File: src/rtl/mem_port_arbiter_pkg.sv
// mem_port_arbiter_pkg: encodings, default widths and the arbitration rule for the IF/MEM memory port arbiter
package mem_port_arbiter_pkg;

    localparam int ARB_WORD_LEN = 32;
    localparam int ARB_ADDR_LEN = 32;

    typedef enum logic [1:0] {
        ARB_IDLE = 2'd0,
        ARB_ACC  = 2'd1,
        ARB_RESP = 2'd2
    } arb_state_t;

    typedef enum logic {
        GRANT_IF = 1'b0,
        GRANT_DM = 1'b1
    } grant_t;

    // DATA wins unless IF is also waiting and DATA had the previous grant
    function automatic logic pick_dm(input logic dm_req, input logic if_req, input grant_t last_grant);
        return dm_req && (!if_req || last_grant == GRANT_IF);
    endfunction

endpackage

File: src/rtl/mem_port_arbiter_timeout_cnt.sv
// arb_timeout_cnt: counts cycles spent waiting for a memory acknowledge
// expired holds once the wait reaches TIMEOUT_CYC-1; TIMEOUT_CYC=0 disables it.
module arb_timeout_cnt #(
    parameter int TIMEOUT_CYC = 16
) (
    input  logic clk,
    input  logic rst,
    input  logic clr,
    input  logic en,
    output logic expired
);

    if (TIMEOUT_CYC == 0) begin : g_off
        logic unused_in;
        assign unused_in = ^{clk, rst, clr, en};
        assign expired = 1'b0;
    end else begin : g_cnt
        localparam int W = $clog2(TIMEOUT_CYC + 1);
        localparam logic [W-1:0] LAST = W'(TIMEOUT_CYC - 1);
        logic [W-1:0] cnt;
        always_ff @(posedge clk or negedge rst) begin
            if (!rst)
                cnt <= '0;
            else if (clr)
                cnt <= '0;
            else if (en && !expired)
                cnt <= cnt + W'(1);
        end
        assign expired = cnt == LAST;
    end

endmodule

File: src/rtl/mem_port_arbiter.sv
// mem_port_arbiter: shares one single-port memory between instruction fetch and the data-memory stage
// Alternates grants under contention, freezes the pipeline while a request is unserved, aborts on timeout.
module mem_port_arbiter
    import mem_port_arbiter_pkg::*;
#(
    parameter int WORD_LEN    = ARB_WORD_LEN,
    parameter int ADDR_LEN    = ARB_ADDR_LEN,
    parameter int TIMEOUT_CYC = 16
) (
    input  logic                clk,
    input  logic                rst,
    input  logic                if_req,
    input  logic [ADDR_LEN-1:0] if_addr,
    output logic [WORD_LEN-1:0] if_rdata,
    output logic                if_ready,
    input  logic                dm_rd_en,
    input  logic                dm_wr_en,
    input  logic [ADDR_LEN-1:0] dm_addr,
    input  logic [WORD_LEN-1:0] dm_wdata,
    output logic [WORD_LEN-1:0] dm_rdata,
    output logic                dm_ready,
    output logic                mem_req,
    output logic                mem_we,
    output logic [ADDR_LEN-1:0] mem_addr,
    output logic [WORD_LEN-1:0] mem_wdata,
    input  logic [WORD_LEN-1:0] mem_rdata,
    input  logic                mem_ack,
    output logic                freeze,
    output logic                err
);

    arb_state_t state;
    grant_t     grant;
    grant_t     last_grant;
    logic       dm_req;
    logic       expired;

    assign dm_req = dm_rd_en | dm_wr_en;
    // low in the ready cycle so the stalled stage advances exactly once
    assign freeze = (dm_req & ~dm_ready) | (if_req & ~if_ready);

    arb_timeout_cnt #(.TIMEOUT_CYC(TIMEOUT_CYC)) u_timeout (
        .clk     (clk),
        .rst     (rst),
        .clr     (state != ARB_ACC),
        .en      (state == ARB_ACC),
        .expired (expired)
    );

    always_ff @(posedge clk or negedge rst) begin
        if (!rst) begin
            state      <= ARB_IDLE;
            grant      <= GRANT_IF;
            last_grant <= GRANT_IF;
            mem_req    <= 1'b0;
            mem_we     <= 1'b0;
            mem_addr   <= '0;
            mem_wdata  <= '0;
            if_rdata   <= '0;
            dm_rdata   <= '0;
            if_ready   <= 1'b0;
            dm_ready   <= 1'b0;
            err        <= 1'b0;
        end else begin
            if_ready <= 1'b0;
            dm_ready <= 1'b0;
            err      <= 1'b0;
            case (state)
                ARB_IDLE: begin
                    if (pick_dm(dm_req, if_req, last_grant)) begin
                        grant      <= GRANT_DM;
                        last_grant <= GRANT_DM;
                        mem_we     <= dm_wr_en;
                        mem_addr   <= dm_addr;
                        mem_wdata  <= dm_wdata;
                        mem_req    <= 1'b1;
                        state      <= ARB_ACC;
                    end else if (if_req) begin
                        grant      <= GRANT_IF;
                        last_grant <= GRANT_IF;
                        mem_we     <= 1'b0;
                        mem_addr   <= if_addr;
                        mem_wdata  <= '0;
                        mem_req    <= 1'b1;
                        state      <= ARB_ACC;
                    end
                end
                ARB_ACC: begin
                    // an ack in the expiry cycle still completes normally
                    if (mem_ack || expired) begin
                        mem_req <= 1'b0;
                        err     <= !mem_ack;
                        state   <= ARB_RESP;
                        if (grant == GRANT_DM) begin
                            dm_ready <= 1'b1;
                            if (!mem_ack || !mem_we)
                                dm_rdata <= mem_ack ? mem_rdata : '0;
                        end else begin
                            if_ready <= 1'b1;
                            if_rdata <= mem_ack ? mem_rdata : '0;
                        end
                    end
                end
                ARB_RESP: state <= ARB_IDLE;
                default:  state <= ARB_IDLE;
            endcase
        end
    end

endmodule

File: config.mk
export PLATFORM = sky130hd
export DESIGN_NAME = mem_port_arbiter
export DESIGN_NICKNAME = d
export VERILOG_FILES = /design/src/rtl/mem_port_arbiter_pkg.sv /design/src/rtl/mem_port_arbiter_timeout_cnt.sv /design/src/rtl/mem_port_arbiter.sv
export SDC_FILE = /design/constraint.sdc
export NUM_CORES = 1
export LEC_CHECK = 0
export BUFFER_PORTS_ARGS = -buffer_cell sky130_fd_sc_hd__buf_2
export CAP_MARGIN = 10
export CORE_AREA = 2 2 161 163
export DETAILED_ROUTE_END_ITERATION = 12
export DIE_AREA = 0 0 163 165
export MAX_ROUTING_LAYER = met4
export PLACE_DENSITY = 0.57
export SLEW_MARGIN = 20
export SYNTH_ARGS = -nofsm -noshare
export SYNTH_HDL_FRONTEND = slang
export SYNTH_SLANG_ARGS = --single-unit
export TNS_END_PERCENT = 1
File: constraint.sdc
create_clock -name clk -period 6.5 [get_ports clk]
set_clock_uncertainty 0.2 [all_clocks]
set_input_delay 0.65 -clock clk [delete_from_list [all_inputs] [get_ports clk]]
set_output_delay 0.65 -clock clk [all_outputs]
set_load 0.05 [all_outputs]
-- After elaboration in Yosys (flattened, before gate mapping)
Index checks and enable logic that the tools add are counted.
- add/subtract/negate cells: 1
- equality and inequality tests: 5
- mux-type cells: 26
- bitwise gates (word level): 7
- reduce and logical (&&, ||, !) cells: 18
- operators with widths (operator ; number):
    32-bit two-way mux ; 5
    1-bit two-way mux ; 14
    5-bit two-way mux ; 2
    2-bit two-way mux ; 3
    3-bit AND reduction ; 2
    2-bit nonzero test ; 3
    5-bit by 1-bit adder with 5-bit output (second input constant) ; 1
    5-bit by 4-bit == test with 1-bit output (second input constant) ; 1
    1-bit zero test ; 4
    2-bit case mux with 2 select lines ; 1
    2-bit AND reduction ; 2
    4-bit AND reduction ; 1
    1-bit logical OR ; 3
    3-bit != test (second input constant) ; 1
    1-bit inverter ; 3
    1-bit bitwise AND ; 2
    2-bit by 1-bit == test with 1-bit output (second input constant) ; 1
    1-bit logical AND ; 2
    2-bit zero test ; 1
    2-bit by 1-bit != test with 1-bit output (second input constant) ; 1
    2-bit != test (second input constant) ; 1
    1-bit OR ; 2
    1-bit case mux with 2 select lines ; 1
- register bits: 141
- input port bits: 134

-- Logic depth before layout (Yosys ltp)
Gate-level depths: netlist of run 1.
- depth after elaboration: 5
- gate-level depth with buffers: 8

-- Modules after synthesis
Synthesis of run 1 repeated with hierarchy kept, for this count alone.
- cell total of the unflattened synthesis: 395
- area total of the unflattened synthesis: 5923.2 um2
- by module, submodules not included (module ; instances ; cells an instance ; area each (um2) ; seq. area each (um2)):
    mem_port_arbiter ; 1 ; 372 ; 5662.9 ; 3403.3
    arb_timeout_cnt ; 1 ; 23 ; 260.2 ; 125.1

-- Worst setup path before layout of run 1
Ideal clock, no wire load.
- path type: input-to-output
- start: input port dm_wr_en
- end: output port freeze
- arrival time: 1466 ps
- required time: 5650 ps
- slack: 4184 ps
- stages on the path: 2
- path buffers: 0
- path through: nor2_1 o22ai_1
- word-level cells in the longest chain between the ends: 3
- ends and longest elaborated chain (item ; RTL line ; text):
    from (decl) ; mem_port_arbiter.sv:17 ; input logic dm_wr_en,
    1-bit OR ; mem_port_arbiter.sv:38 ; assign dm_req = dm_rd_en | dm_wr_en;
    1-bit bitwise AND ; mem_port_arbiter.sv:40 ; assign freeze = (dm_req & ~dm_ready) | (if_req & ~if_ready);
    1-bit OR ; mem_port_arbiter.sv:40 ;
    to (decl) ; mem_port_arbiter.sv:28 ; output logic freeze,
No other way between the ends.

-- Final worst setup path of run 1
- start: register u_timeout.g_cnt.cnt[0]
- end: register dm_rdata[4]
- word-level cells in the longest chain between the ends: 3
- ends and longest elaborated chain (item ; RTL line ; text):
    from (decl) ; mem_port_arbiter_timeout_cnt.sv:20 ; logic [W-1:0] cnt;
    from (signal assigned) ; mem_port_arbiter_timeout_cnt.sv:27 ; cnt <= cnt + W'(1);
    5-bit by 4-bit == test with 1-bit output ; mem_port_arbiter_timeout_cnt.sv:29 ; assign expired = cnt == LAST;
    1-bit logical OR ; mem_port_arbiter.sv:90 ; if (mem_ack || expired) begin
    4-bit AND reduction (no source line) ; n/a ;
    to (signal assigned) ; mem_port_arbiter.sv:97 ; dm_rdata <= mem_ack ? mem_rdata : '0;
    to (decl) ; mem_port_arbiter.sv:20 ; output logic [WORD_LEN-1:0] dm_rdata,
No other way between the ends.
A chain may end at the register's enable or synchronous reset.

==> impl_metrics.toml, run 1 <==
[outcome]
status = "finished clean"

[clocking]
clockRootBuffer = "clkbuf_16"
cts_setup_buffers = 0
cts_tree = "done"
clkTransAtPathRegs_ns = 0.06
numCtsBuffers = 17
clockBufferDepth = 2
hold_buffers = 0
cts_sinks = 141
clk_latency_ns = 0.41
htreeDepth = 4
cts_resized = 0

[die]
die-width_um = 163
rows = 58
die_area_mm2 = 0.02690
die_h_um = 165
start_util_pct = 24.89
core-area_mm2 = 0.02504
ios = 268

[place]
dp_slack_ns = 3.405
port_buffers = 267
dp.cells = 1037
hpwl_um = 11210
placed_cell_area_mm2 = 0.007915
gp_congestion = 0.7077

[route]
drc = 0
post_drt_via_cell_ratio = 4.042
vias = 4325
ant_nets = 0
drtIter0Drc = 124
first_pass_iters = 4
wire_per_inst_um = 14.48
wl_um = 15490

[sta]
worst_slew_pin_slew_ns = 1.040
finalCritPeriodShare_pct = 44.41
timing.fmax_ghz = 0.3464
setup_viol = 0
rsz0062_at_grt = "no"
fin_ws_ns = 3.613
finalHoldViolations = 0
fin_crit_ns = 2.887
slew_headroom_pct = 30.69
slew_violations = 0
tns_ns = 0

[final_layout]
area_growth_pct = 36.34
design_area_mm2 = 0.008497
fin_util_pct = 33.94
drive_gt1_share_pct = 58.81
layout.cells.non_filler = 1070
nNetsFinal = 862

[synth]
syn-instance-count = 461
syn-num-nets = 597
yosysSeqAreaShare_pct = 56.62
synth_area_mm2 = 0.006232
muxShareOfSynthArea_pct = 30.42
synth_xor_xnor_area_share_pct = 0.4216
synthSimpleGateAreaFrac_pct = 6.726
synth_compound_area_share_pct = 1.024
yosysWarnings = 0
synthAdderAreaFrac_pct = 0.4015
yosysUniqueCellTypes = 30
synth_area_per_cell_um2 = 13.52
synth-seq-cells = 141
synth_top_family_by_area = "multiplexers"

[setup_path]
max_stage_delay_ns = 0.83
path_max_fanout = 32
critical_path_class = "register to register"
crit_top_cell = "ha_1"
r2r_start = "u_timeout.g_cnt.cnt[0]"
crit_arrival_ns = 2.98
cp.required_ns = 6.59
worst_path_max_delay_cell = "a2111o_2"
critical_path.cell_chain = "ha_1 > and3_1 > ha_1 > nor2_2 > a2111o_2 > mux2_2"
crit_path_start = "u_timeout.g_cnt.cnt[0]"
endpoint_kind = "register"
startpoint_type = "register"

[global_routing]
grt_busiest_layer = "met2"
use_met2_pct = 18.93
use_met3_pct = 4.269
grt_overflow = 0
grt_pass1_wl_um = 23380
grt_start_max_net_pins = 78
antenna_found_initial = 2
met1_usage_pct = 13.70
grt.total_usage_pct = 11.68
grt_pass1_vias = 4404

[power]
p_per_area_mw_per_mm2 = 620.5
p_leak_uw = 0.004413
ir_drop_mv = 0.3005

[worst_hold_path]
hold_path_class = "primary input to asynchronous set/reset pin"

[job]
maxCapViolCount = 0
power breakdown:
group / internal, uW / switching (uW) / leakage, uW
Clock: 583 / 375 / 0.000267
Combinational: 830 / 1980 / 0.00237
Sequential: 1290 / 213 / 0.00178
per-stage QoR:
stage	power (uW)	hold slack, ns
floorplan	3694	0.1544
global placement	4340	0.2849
detailed placement	4367	0.2901
CTS	5355	0.07523
global route	5547	0.07167
finish	5272	0.05111
critical path: cells and delay by family, from the launching register on:
kind / cells / cell delay (ns)
multiplexers: 1 / 0.41
flip-flops: 1 / 0.40
AND/OR/NAND/NOR: 2 / 0.40
adder cells (fa/ha/maj): 2 / 0.52
AO/OA/AOI/OAI: 1 / 0.83
metal layers:
metal	part of all wire, %	up-vias
met5	0	-
met4	0.70	0
met3	9.1	7
met2	47	181
met1	43	2050
li1	-	2087
final timing paths:
kind	endpoint	slack (ns)	cells after the start
hold / removal	mem_addr[14]	0.05	1
setup reg to reg	dm_rdata[4]	3.61	6
max in group asynchronous	mem_wdata[2]	4.71	2
hold reg to reg	mem_addr[31]	0.30	1
setup / recovery	dm_rdata[4]	3.61	6
min in group clk	mem_wdata[19]	0.27	3
final cells by class:
class | count | area [um^2]
clock buffers | 21 | 460.4
fillers | 2544 | 16540
clock inverters | 10 | 116.4
flip-flops and latches | 141 | 3528
well taps | 330 | 412.9
multi-input cells | 259 | 2466
repair buffers | 271 | 1373
inverters | 36 | 135.1
diodes | 2 | 5.005
logic make-up (layout without fill, tap and decap cells):
family | after synthesis | in the layout
buffers and inverters | 61 | 338
other | 0 | 2
AO/OA/AOI/OAI | 9 | 9
AND/OR/NAND/NOR | 83 | 83
XOR/XNOR | 3 | 3
adder cells (fa/ha/maj) | 2 | 2
multiplexers | 162 | 162
flip-flops | 141 | 141
Yosys cell counts:
master,instances,area [um^2]
mux2_2,99,1115
inv_1,36,135.1
clkbuf_1,4,15.01
buf_2,18,90.09
xor2_1,2,17.52
a21oi_1,1,5.000
nor3_1,1,5.000
nand2b_1,1,6.260
nand4b_1,1,8.760
o22ai_1,1,6.260
o31ai_1,2,15.01
nor2b_1,1,6.260
a2bb2oi_1,1,8.760
mux2i_1,33,330.3
and3_1,1,6.260
mux2_4,30,450.4
nor3b_1,1,7.510
xnor2_1,1,8.760
nor3_2,1,10.01
and2_1,32,200.2
nor2_1,9,33.78
a2111o_1,1,11.26
o21ai_0,2,10.01
dfrtp_1,141,3528
ha_1,2,25.02
nand3_1,1,5.000
nor2_2,1,6.260
nand2_1,33,123.9
buf_6,3,33.78
a21boi_1,1,7.510
flip-flops by register name (all words and copies together), names as in the netlist:
register,count
mem_addr,32
err,1
if_rdata,32
mem_req,1
u_timeout.g_cnt.cnt,5
last_grant,1
mem_we,1
if_ready,1
dm_ready,1
dm_rdata,32
mem_wdata,32
state,2
cells in the final DEF (no fill, tap or decap), types with 2 or more instances in the layout:
cell type | netlist | final
bufinv_16 | 0 | 2
mux2i_1 | 33 | 33
and2_1 | 32 | 32
clkinvlp_4 | 0 | 5
o21ai_0 | 2 | 2
mux2_4 | 30 | 30
clkbuf_1 | 4 | 2
clkbuf_8 | 0 | 2
diode_2 | 0 | 2
clkinv_2 | 0 | 2
inv_1 | 36 | 36
clkbuf_16 | 0 | 17
ha_1 | 2 | 2
buf_2 | 18 | 266
nor2_1 | 9 | 9
nand2_1 | 33 | 33
buf_4 | 0 | 4
o31ai_1 | 2 | 2
dfrtp_1 | 141 | 141
mux2_2 | 99 | 99
xor2_1 | 2 | 2
(Power assumes the default switching activity.)
==> inputs of run 2 (changes only) <==
--- a/config.mk
+++ b/config.mk
@@ -11,7 +11,7 @@
 export DETAILED_ROUTE_END_ITERATION = 12
 export DIE_AREA = 0 0 163 165
 export MAX_ROUTING_LAYER = met4
-export PLACE_DENSITY = 0.57
+export PLACE_DENSITY = 0.59
 export SLEW_MARGIN = 20
 export SYNTH_ARGS = -nofsm -noshare
 export SYNTH_HDL_FRONTEND = slang
==> constraint.sdc (replaced) <==
create_clock -name clk -period 2.56 [get_ports clk]
set_clock_uncertainty 0.2 [all_clocks]
set_input_delay 0.256 -clock clk [delete_from_list [all_inputs] [get_ports clk]]
set_output_delay 0.256 -clock clk [all_outputs]
set_load 0.05 [all_outputs]
==> run 2 against run 1 <==
Effect of this change:
- register-to-register slack got worse by 3.5 ns
- sequential share of layout area fell by 5.6 points
- final cell count rose by 11%
- global-route usage rose by 1.4 points
- non-clock buffer count rose by 123
- first-iteration DRC count rose by 21%
- clock power rose to 2.7 times the previous value
- combinational power rose to 2.7 times the previous value
- hold slack got worse by 0.025 ns
- count of clock-buffer cells in the layout fell by 3
- largest cell class unchanged
- highest routed layer unchanged
==> impl_metrics.toml, run 2 (synthesized netlist as in run 1, its figures left out) <==
[final_layout]
area_growth_pct = 57.48
final_common_cell = "buf_2"
layout.cells.non_filler = 1192
fillers = 2382
antennaDiodeCount = 0
drive_gt1_share_pct = 51.97
nNetsFinal = 985
final_cell_mix = "266 x buf_2, 141 x dfrtp_1, 112 x dlygate4sd3_1"
design_area_mm2 = 0.009814

[setup_path]
r2r_start = "last_grant"
crit_arrival_ns = 2.60
cp.required_ns = 2.65
path_max_fanout = 44
rrSetupSlack_ns = 0.12
crit_path_start = "dm_wr_en"
endpoint_kind = "register"
critical_path_class = "primary input to register"
startpoint_type = "primary input"

[global_routing]
grt.total_usage_pct = 13.06
grt_start_max_net_pins = 61
grt_overflow = 0
grt_pass1_wl_um = 26570
grt_pass1_vias = 5205
antenna_found_initial = 0

[outcome]
status = "finished clean"

[sta]
worst_slew_pin_slew_ns = 0.3418
slew_headroom_pct = 77.21
finalCritPeriodShare_pct = 97.91
tns_ns = 0
timing.fmax_ghz = 0.3990
slew_violations = 0
fin_ws_ns = 0.05352
rsz0062_at_grt = "no"
finalHoldViolations = 0
setup_viol = 0
fin_crit_ns = 2.506

[clocking]
htreeDepth = 4
clk_latency_ns = 0.41
numCtsBuffers = 17
clockRootBuffer = "clkbuf_16"
cts_sinks = 141
clockBufferDepth = 2
cts_resized = 0
clkTransAtPathRegs_ns = 0.06
cts_tree = "done"

[die]
start_util_pct = 24.89
die_area_mm2 = 0.02690
ios = 268
die_h_um = 165
rows = 58
die-width_um = 163
core-area_mm2 = 0.02504

[place]
hpwl_um = 11060
placed_cell_area_mm2 = 0.008073
gp_congestion = 0.7324
dp.cells = 1048
port_buffers = 267
dp_slack_ns = 0.3623

[route]
vias = 4823
post_drt_via_cell_ratio = 4.046
ant_nets = 0
drc = 0
wl_um = 17090
wire_per_inst_um = 14.33
drtIter0Drc = 150
first_pass_iters = 6

[power]
ir_drop_mv = 0.9936
design_power_total_uw = 13930
p_leak_uw = 0.005002
p_per_area_mw_per_mm2 = 1419

[job]
maxCapViolCount = 0

[worst_hold_path]
hold_start = "mem_rdata[8]"
hold_path_class = "primary input to register"
[run 2: cell count changes in the layout (fill, tap and decap cells not counted)]
| cell | previous run | this run |
|---|---|---|
| clkinvlp_4 | 5 | 0 |
| dlygate4sd3_1 | 0 | 112 |
| clkinv_4 | 1 | 3 |
| buf_4 | 4 | 9 |
| diode_2 | 2 | 0 |
| clkbuf_8 | 2 | 1 |
| buf_12 | 0 | 6 |
| clkbuf_1 | 2 | 0 |
| bufinv_16 | 2 | 3 |
| inv_6 | 0 | 5 |
| inv_8 | 0 | 1 |
[run 2: worst paths after layout]
check / end / depth (start not counted)
setup / recovery: mem_addr[2] / 7
hold / removal: dm_rdata[8] / 3
setup reg to reg: mem_addr[2] / 5
hold reg to reg: mem_addr[14] / 1
max in group asynchronous: mem_wdata[5] / 3
min in group asynchronous: if_rdata[9] / 2
[run 2: routing by layer]
metal	up-vias	GRT usage [%]	wire length [um]
li1	2324	-	-
met1	2276	14.56	7355
met2	207	22.05	8085
met3	16	4.495	1395
met4	0	4.183	249
met5	-	-	0
[run 2: cell type report]
class | count | area, um^2 | area share (%)
sequential | 141 | 3528 | 35.95
timing repair buffer | 394 | 2651 | 27.01
multi-input combinational | 259 | 2466 | 25.13
clock buffer | 18 | 439.2 | 4.475
tap | 330 | 412.9 | 4.207
clock inverter | 14 | 181.4 | 1.849
inverter | 36 | 135.1 | 1.377
[run 2: where the power goes]
group | total (uW) | switching [uW] | leakage, uW | internal, uW
clock network | 2620 | 1030 | 0.000308 | 1580
logic | 7480 | 5100 | 0.00292 | 2380
registers | 3830 | 553 | 0.00178 | 3270
total | 13900 | 6690 | 0.00500 | 7240
[run 2: per-stage QoR]
| stage | utilization (%) | hold WS (ns) |
|---|---|---|
| after floorplan | - | -0.2396 |
| after global placement | 32.24 | -0.05560 |
| after detailed placement | 32.24 | -0.05141 |
| after CTS | 39.20 | 0.0005528 |
| after global routing | 39.20 | 0.008891 |
| final | 39.20 | 0.02602 |
[run 2: repair_timing]
action / CTS / global route
hold endpoints to repair: 248 / 0
hold buffers: 112 / 0
setup buffers: 0 / 0
endpoints found under the setup margin: 0 / 0
[run 2: critical path, cell delays in order]
cell           delay [ns]
dlygate4sd3_1        0.52
buf_2                0.16
a2bb2oi_4            0.18
buf_12               0.23
mux2_2               0.37
dlygate4sd3_1        0.56
mux2_2               0.27
